`src/rtl/pal_write_ctrl.sv`:
```
// CPU-side palette writer: builds 16-bit entries from byte writes, queues them in a
// small FIFO and drains them into the palette RAM around video fetches. Optional macro: PAL_READBACK_EN.
module pal_write_ctrl #(
  parameter int DEPTH = 4
) (
  input  logic        CLK,
  input  logic        RESETn,
  input  logic        CPU_WR,
  input  logic [1:0]  CPU_ADDR,
  input  logic [7:0]  CPU_DI,
  output logic [7:0]  CPU_DO,
  input  logic        VID_BUSY,
  output logic [7:0]  PAL_A,
  output logic [15:0] PAL_DI,
  output logic        PAL_WR,
  output logic        FULL
`ifdef PAL_READBACK_EN
  ,
  input  logic [15:0] PAL_DO
`endif
);

  localparam int AW = $clog2(DEPTH);
  localparam int CW = AW + 1;

  typedef enum logic [1:0] {IDLE, SETUP, STROBE, HOLD} state_t;

  state_t        state_q, state_d;
  logic [7:0]    index_q, index_d;
  logic [7:0]    lo_q, lo_d;
  logic          ovf_q, ovf_d;
  logic [AW-1:0] wr_ptr_q, wr_ptr_d;
  logic [AW-1:0] rd_ptr_q, rd_ptr_d;
  logic [CW-1:0] count_q, count_d;
  logic [23:0]   fifo_q [DEPTH];
  logic [7:0]    pal_a_q, pal_a_d;
  logic [15:0]   pal_di_q, pal_di_d;
  logic          pal_wr_q, pal_wr_d;

  logic          full, empty, push, pop;
  logic          wr_idx, wr_lo, wr_hi, wr_stat;
  logic [23:0]   head;

  assign wr_idx  = CPU_WR && (CPU_ADDR == 2'd0);
  assign wr_lo   = CPU_WR && (CPU_ADDR == 2'd1);
  assign wr_hi   = CPU_WR && (CPU_ADDR == 2'd2);
  assign wr_stat = CPU_WR && (CPU_ADDR == 2'd3);

  assign full  = (count_q == CW'(DEPTH));
  assign empty = (count_q == '0);
  // A commit while full is dropped even if the same edge pops: full is the registered flag.
  assign push  = wr_hi && !full;
  assign pop   = (state_q == STROBE);
  assign head  = fifo_q[rd_ptr_q];

  always_comb begin
    index_d  = index_q;
    lo_d     = lo_q;
    ovf_d    = ovf_q;
    wr_ptr_d = wr_ptr_q;
    rd_ptr_d = rd_ptr_q;
    count_d  = count_q;
    if (wr_idx)     index_d = CPU_DI;
    else if (push)  index_d = index_q + 8'd1;
    if (wr_lo)      lo_d = CPU_DI;
    if (wr_hi && full)             ovf_d = 1'b1;
    else if (wr_stat && CPU_DI[2]) ovf_d = 1'b0;
    if (push) wr_ptr_d = wr_ptr_q + AW'(1);
    if (pop)  rd_ptr_d = rd_ptr_q + AW'(1);
    case ({push, pop})
      2'b10:   count_d = count_q + CW'(1);
      2'b01:   count_d = count_q - CW'(1);
      default: count_d = count_q;
    endcase
  end

  // Drain handshake: an entry is offered when the FIFO is non-empty; VID_BUSY acts as
  // an inverted ready, sampled in IDLE and again in SETUP. Once STROBE is reached the
  // write completes regardless of VID_BUSY and the entry is popped on leaving STROBE.
  always_comb begin
    state_d  = state_q;
    pal_a_d  = pal_a_q;
    pal_di_d = pal_di_q;
    case (state_q)
      IDLE:   if (!empty && !VID_BUSY) state_d = SETUP;
      SETUP: begin
        pal_a_d  = head[23:16];
        pal_di_d = head[15:0];
        state_d  = VID_BUSY ? IDLE : STROBE;
      end
      STROBE: state_d = HOLD;
      HOLD:   state_d = IDLE;
      default: state_d = IDLE;
    endcase
    pal_wr_d = (state_d == STROBE);
  end

  always_ff @(posedge CLK or negedge RESETn) begin
    if (!RESETn) begin
      state_q  <= IDLE;
      index_q  <= 8'h00;
      lo_q     <= 8'h00;
      ovf_q    <= 1'b0;
      wr_ptr_q <= '0;
      rd_ptr_q <= '0;
      count_q  <= '0;
      pal_a_q  <= 8'h00;
      pal_di_q <= 16'h0000;
      pal_wr_q <= 1'b0;
      for (int i = 0; i < DEPTH; i++) fifo_q[i] <= 24'h0;
    end else begin
      state_q  <= state_d;
      index_q  <= index_d;
      lo_q     <= lo_d;
      ovf_q    <= ovf_d;
      wr_ptr_q <= wr_ptr_d;
      rd_ptr_q <= rd_ptr_d;
      count_q  <= count_d;
      pal_a_q  <= pal_a_d;
      pal_di_q <= pal_di_d;
      pal_wr_q <= pal_wr_d;
      if (push) fifo_q[wr_ptr_q] <= {index_q, CPU_DI, lo_q};
    end
  end

  // Idle: address follows the CPU index (for readback); setup shows the head directly.
  always_comb begin
    PAL_A  = pal_a_q;
    PAL_DI = pal_di_q;
    if (state_q == IDLE) begin
      PAL_A = index_q;
    end else if (state_q == SETUP) begin
      PAL_A  = head[23:16];
      PAL_DI = head[15:0];
    end
  end

  assign PAL_WR = pal_wr_q;
  assign FULL   = full;

  always_comb begin
    CPU_DO = 8'h00;
    case (CPU_ADDR)
      2'd0: CPU_DO = index_q;
      2'd3: CPU_DO = {4'b0000, (state_q != IDLE), ovf_q, full, empty};
`ifdef PAL_READBACK_EN
      2'd1: CPU_DO = PAL_DO[7:0];
      2'd2: CPU_DO = PAL_DO[15:8];
`endif
      default: CPU_DO = 8'h00;
    endcase
  end

endmodule

```
`config.mk`:
```
export PLATFORM = sky130hd
export DESIGN_NAME = pal_write_ctrl
export DESIGN_NICKNAME = d
export VERILOG_FILES = /design/src/rtl/pal_write_ctrl.sv
export SDC_FILE = /design/constraint.sdc
export NUM_CORES = 1
export LEC_CHECK = 0
export ABC_AREA = 1
export CORE_ASPECT_RATIO = 1.75
export CORE_MARGIN = 5
export CORE_UTILIZATION = 40
export DETAILED_ROUTE_END_ITERATION = 8
export PLACE_DENSITY = 0.6
export SLEW_MARGIN = 20
export SYNTH_ARGS = -nofsm -noshare
export SYNTH_HDL_FRONTEND = slang
export SYNTH_SLANG_ARGS = --single-unit
```
`constraint.sdc`:
```
create_clock -name CLK -period 1.62 [get_ports CLK]
set_input_delay 0.324 -clock CLK [delete_from_list [all_inputs] [get_ports CLK]]
set_output_delay 0.324 -clock CLK [all_outputs]
set_load 0.005 [all_outputs]
```
## Word level (Yosys, flattened, before mapping)

Cells that the tools add are included.

- Word-level logic and storage cells: 72
- Bits in registers: 147
- Output and inout port bits: 34

- Bitwise operators: 2
- Magnitude comparators: 3
- Eq/ne operators: 10
- Muxes and demuxes: 19
- Add/sub/neg operators: 5
- Reduce and logical (&&, ||, !) cells: 19

Operators by type and width:

| operator | count |
|---|---|
| $bwmux W96 | 1 |
| $mux W24 | 3 |
| $bmux W24 S2 | 1 |
| $demux W24 S2 | 1 |
| $mux W16 | 2 |
| $mux W8 | 4 |
| $pmux W8 S2 | 1 |
| $eq A2 B2 Y1 const B | 6 |
| $logic_and A1 B1 Y1 | 9 |
| $add A8 B1 Y8 const B | 1 |
| $pmux W2 S4 | 1 |
| $reduce_bool A2 Y1 | 4 |
| $eq A2 B1 Y1 const B | 3 |
| $ge A3 B3 Y1 const B | 2 |
| $not A2 Y3 | 2 |
| $pmux W3 S2 | 1 |
| $add A2 B1 Y2 const B | 2 |
| $logic_not A2 Y1 | 2 |
| $mux W2 | 2 |
| $add A3 B1 Y3 const B | 1 |
| $eq A3 B3 Y1 const B | 1 |
| $logic_not A1 Y1 | 3 |
| $logic_not A3 Y1 | 1 |
| $lt A3 B1 Y1 const B | 1 |
| 2 further kinds | 3 |

## Longest topological paths before layout

Gate-level depths: netlist of run 1.

- Depth after elaboration: 6
- Depth in mapped cells: 11

## Worst setup path before layout of run 1

No wires, ideal clock.

- Path type: input port to flip-flop
- From: input CPU_ADDR[0]
- To: register count_q[2]
- Cell stages on the path: 10
- Required time: 1495 ps
- Library setup time: 125 ps
- Setup slack: -179 ps
- Arrival time: 1674 ps
- Cell sequence: inv_1 -> ha_1 -> nand2_1 -> clkinv_2 -> nand2_8 -> ha_1 -> fa_1 -> a21oi_1 -> o21ai_0 -> xnor2_1

- Longest elaborated chain between the ends: 5
- Elaborated cells between the ends (all ways): 7
- Those cells by class: 3 x eq/ne; 1 x mux; 3 x reduce/logical

RTL lines:

| element | line | text |
|---|---|---|
| start: declaration | 9 | `input logic [1:0] CPU_ADDR,` |
| $eq A2 B2 Y1 (*) | 46 | `assign wr_hi = CPU_WR && (CPU_ADDR == 2'd2);` |
| $logic_and A1 B1 Y1 (*) | 46 |  |
| $logic_and A1 B1 Y1 (*) | 52 | `assign push = wr_hi && !full;` |
| $eq A2 B1 Y1 / $eq A2 B2 Y1 (equally long branches) | 70 | `case ({push, pop})` |
| $pmux W3 S2 / $reduce_bool A2 Y1 (equally long branches) | - |  |
| end signal: assignment | 118 | `count_q <= count_d;` |
| end: declaration | 34 | `logic [CW-1:0] count_q, count_d;` |

Every way passes the cells marked *; elsewhere a longest branch is shown, timed or not.
A chain may end at the register's enable or synchronous reset.

## Final worst setup path of run 1

- From: register rd_ptr_q[0]
- To: output PAL_DI[8]

- Longest elaborated chain between the ends: 6

RTL lines:

| element | line | text |
|---|---|---|
| start: declaration | 33 | `logic [AW-1:0] rd_ptr_q, rd_ptr_d;` |
| start signal: assignment | 117 | `rd_ptr_q <= rd_ptr_d;` |
| $not A2 Y3 (not written as such) | 54 | `assign head = fifo_q[rd_ptr_q];` |
| $bmux W24 S2 | 54 |  |
| $mux W24 (not written as such) (2 in a row) | 54 |  |
| $mux W16 | - |  |
| $mux W16 | 130 | `if (state_q == IDLE) begin` |
| end: declaration | 14 | `output logic [15:0] PAL_DI,` |

No other way between the ends. The select of a mux whose other input is x is not followed.

==> results.ini, run 1 <==
[status]
run_status=finished with violations
failed_checks=negative setup slack

[die]
num_rows=66
num_io_pins=48
core_area_um2=18500
start_util_pct=40.3
die-width_um=113
die_area_um2=21600
dieHeight_um=191

[worst_setup_path]
worst_setup_path_start_kind=register
worstSetupEndpoint=PAL_DI[8]
critPathLaunch=rd_ptr_q[0]$_DFFE_PN0P_
r2r_start=rd_ptr_q[0]$_DFFE_PN0P_
reg2reg_depth=15
timing.rr.end=pal_di_q[4]$_DFF_PN0_
required_ns=1.30
end_kind=output port
worstPathMaxFanout=6
reg2reg_slack_ns=-0.51
crit_type=register to output port
worst_ep_arrival_time_ns=1.83

[final_layout]
mostFrequentLayoutCells=nand2_1, dfrtp_1, o21ai_2, buf_4, nand2_2
drive_above_1_share_pct=46.4
layout.nets=1036
final_common_cell=nand2_1
diodes=0
multi_input_area_um2=3700
regArea_um2=3680
area_delta_synth_final_pct=40.8
fill_cells=1658

[clocking]
cts_tree=done
h-tree-depth=4
cts_root_buf=clkbuf_16
path_clk_slew_ns=0.06
numClockSinks=147
cts-buffers-inserted=17
insertion_delay_ns=0.42
cts.path.max_buffers=2

[timing]
tns_ns=-13.29
setup_viol_count_final=31
final_max_slew_viol_count=0
setup_ws_ns=-0.532
final_hold_viol_count=0
whs_ns=0.397
skew_ns=0.0113
period_share_pct=133
rsz0062_at_grt=yes
period_minus_slack_ns=2.15
relSlewSlack_pct=69.9
max_freq_mhz=465
worst_pin_slew_ns=0.451

[pwr]
p_per_area_nw_per_um2=2080
vdd_drop_max_uv=975
p_leak_nw=5.08

[logic_synthesis]
synth_top_area_cell=dfrtp_1
synth-compound-area-share_pct=14.2
ys_ff_latch=147
synth_cells=847
synth_xor_area_share_pct=0.704
synth-adder-area-share_pct=1.95
yosys.area_share.simple_pct=24.4
synthMuxAreaShare_pct=0.151
synth_area_um2=7460
synthTopCellsByArea=dfrtp_1, nand2_1, o21ai_2
syn_avg_cell_area_um2=8.81
synth_top_family_by_area=simple AND/OR/NAND/NOR gates
seq_area_frac_synth_pct=49.3
synth.top_cell.area_share_pct=49.3
ys.warnings.count=0
synthesis.nets=872
synth.distinct_cells=33

[global_routing]
grt_max_degree=41
grtUsageTotal_pct=19.0
grt_pass1_vias=6288
grt_overflow=0
grt_pass1_wl_um=32100
grt_antenna_before_repair=0

[hold_path]
hold_path_class=primary input to asynchronous set/reset pin

[placed_design]
port_buffers=47
dp_hpwl_um=12500
place_congestion=0.861

[detailed_routing]
drt-wirelength-per-cell_um=15.5
first_pass_iters=5
drtIter0Drc=214
ant_nets=0
wl_um=19500
drc_errors=0
viasPerCell=4.84
num_vias=6094

[run]
maxCapViolCount=0

[what timing repair did]
item                                    CTS  global route
hold endpoints to repair                 35             0
hold buffers                              1             0
gates cloned                              6             0
gates resized for setup                 267            92
endpoints found under the setup margin   35            35
pin swaps                                75            44
buffers inserted                         39             5
[critical path, stage by stage (launching register included)]
cell and delay (ns):
dfrtp_2 0.50, buf_12 0.17, buf_8 0.13, buf_12 0.12, nor2_4 0.08, nor2_2 0.05, o21ai_2 0.04, o21ai_1 0.07
nand2_1 0.07, nand2_1 0.06, buf_2 0.12
[metrics by stage]
| step | instances | setup slack (ns) | power (mW) | util [%] | cell area (um^2) |
|---|---|---|---|---|---|
| floorplan | 847 | -0.0834 | 11.1 | - | 7490 |
| global placement | 1182 | -0.622 | 14.6 | 47.3 | 8750 |
| detailed placement | 1182 | -0.655 | 14.8 | 47.3 | 8750 |
| CTS | 1257 | -0.568 | 21.0 | 54.9 | 10200 |
| global route | 1260 | -0.636 | 23.3 | 56.8 | 10500 |
| finish | 1260 | -0.532 | 21.8 | 56.8 | 10500 |
[flip-flops by register name (all words and copies together), names as in the netlist]
name and count:
ovf_q 1, pal_a_q 8, wr_ptr_q 2, pal_di_q 16, fifo_q 96, index_q 8, PAL_WR 1, rd_ptr_q 2
lo_q 8, count_q 3, state_q 2
[final cells by class]
class | instances | share of cell area (%)
inverters | 76 | 2.91
multi-input cells | 580 | 35.2
well taps | 238 | 2.84
clock buffers | 20 | 4.35
repair buffers | 189 | 18.4
flip-flops and latches | 147 | 35.1
clock inverters | 10 | 1.27
[cells by family after synthesis]
kind of cell,count (synthesis)
fa+ha+maj,11
simple gates,397
buf+inv,120
xor+xnor,6
compound gates,165
mux,1
flops,147
[cells in the mapped netlist, drive strengths merged]
library cell,number
nand2,272
ha,10
fa,1
nor3,1
dfrtp,147
o31ai,1
nand4,1
or2,9
xnor2,3
inv,74
and2,8
clkinv,2
o21ai,159
a21oi,5
mux2,1
nand3,48
nor2,58
buf,37
clkbuf,7
xor2,3
[routing by layer]
metal / global-route usage, % / vias up / share of wire [%]
li1: - / 3031 / -
met1: 21.7 / 2930 / 40
met2: 34.9 / 100 / 55
met3: 2.86 / 33 / 2.5
met4: 7.91 / 0 / 2.5
met5: 0 / - / 0
[where the power goes]
group          internal [mW]  switching [mW]
Sequential              5.27            1.13
Clock                   2.48            1.50
Combinational           5.80            5.64
Total                   13.5            8.27
[worst min-delay path by stage]
stage | start | to | slack, ns
floorplan | RESETn | PAL_WR$_DFF_PN0_ | 0.03
global placement | RESETn | PAL_WR$_DFF_PN0_ | 0.28
detailed placement | RESETn | count_q[0]$_DFFE_PN0P_ | 0.29
CTS | RESETn | ovf_q$_DFFE_PN0P_ | 0.41
global route | RESETn | PAL_WR$_DFF_PN0_ | 0.45
finish | RESETn | PAL_WR$_DFF_PN0_ | 0.40
Note: power is estimated with default switching activity, not from simulation.
==> inputs of run 2 (changes only) <==
--- a/config.mk
+++ b/config.mk
@@ -6,6 +6,8 @@
 export NUM_CORES = 1
 export LEC_CHECK = 0
 export ABC_AREA = 1
+export ABC_CLOCK_PERIOD_IN_PS = 1620
+export CAP_MARGIN = 20
 export CORE_ASPECT_RATIO = 1.75
 export CORE_MARGIN = 5
 export CORE_UTILIZATION = 40
==> results of run 2 <==
Final layout, timing and power as in run 1 (identical DEF).
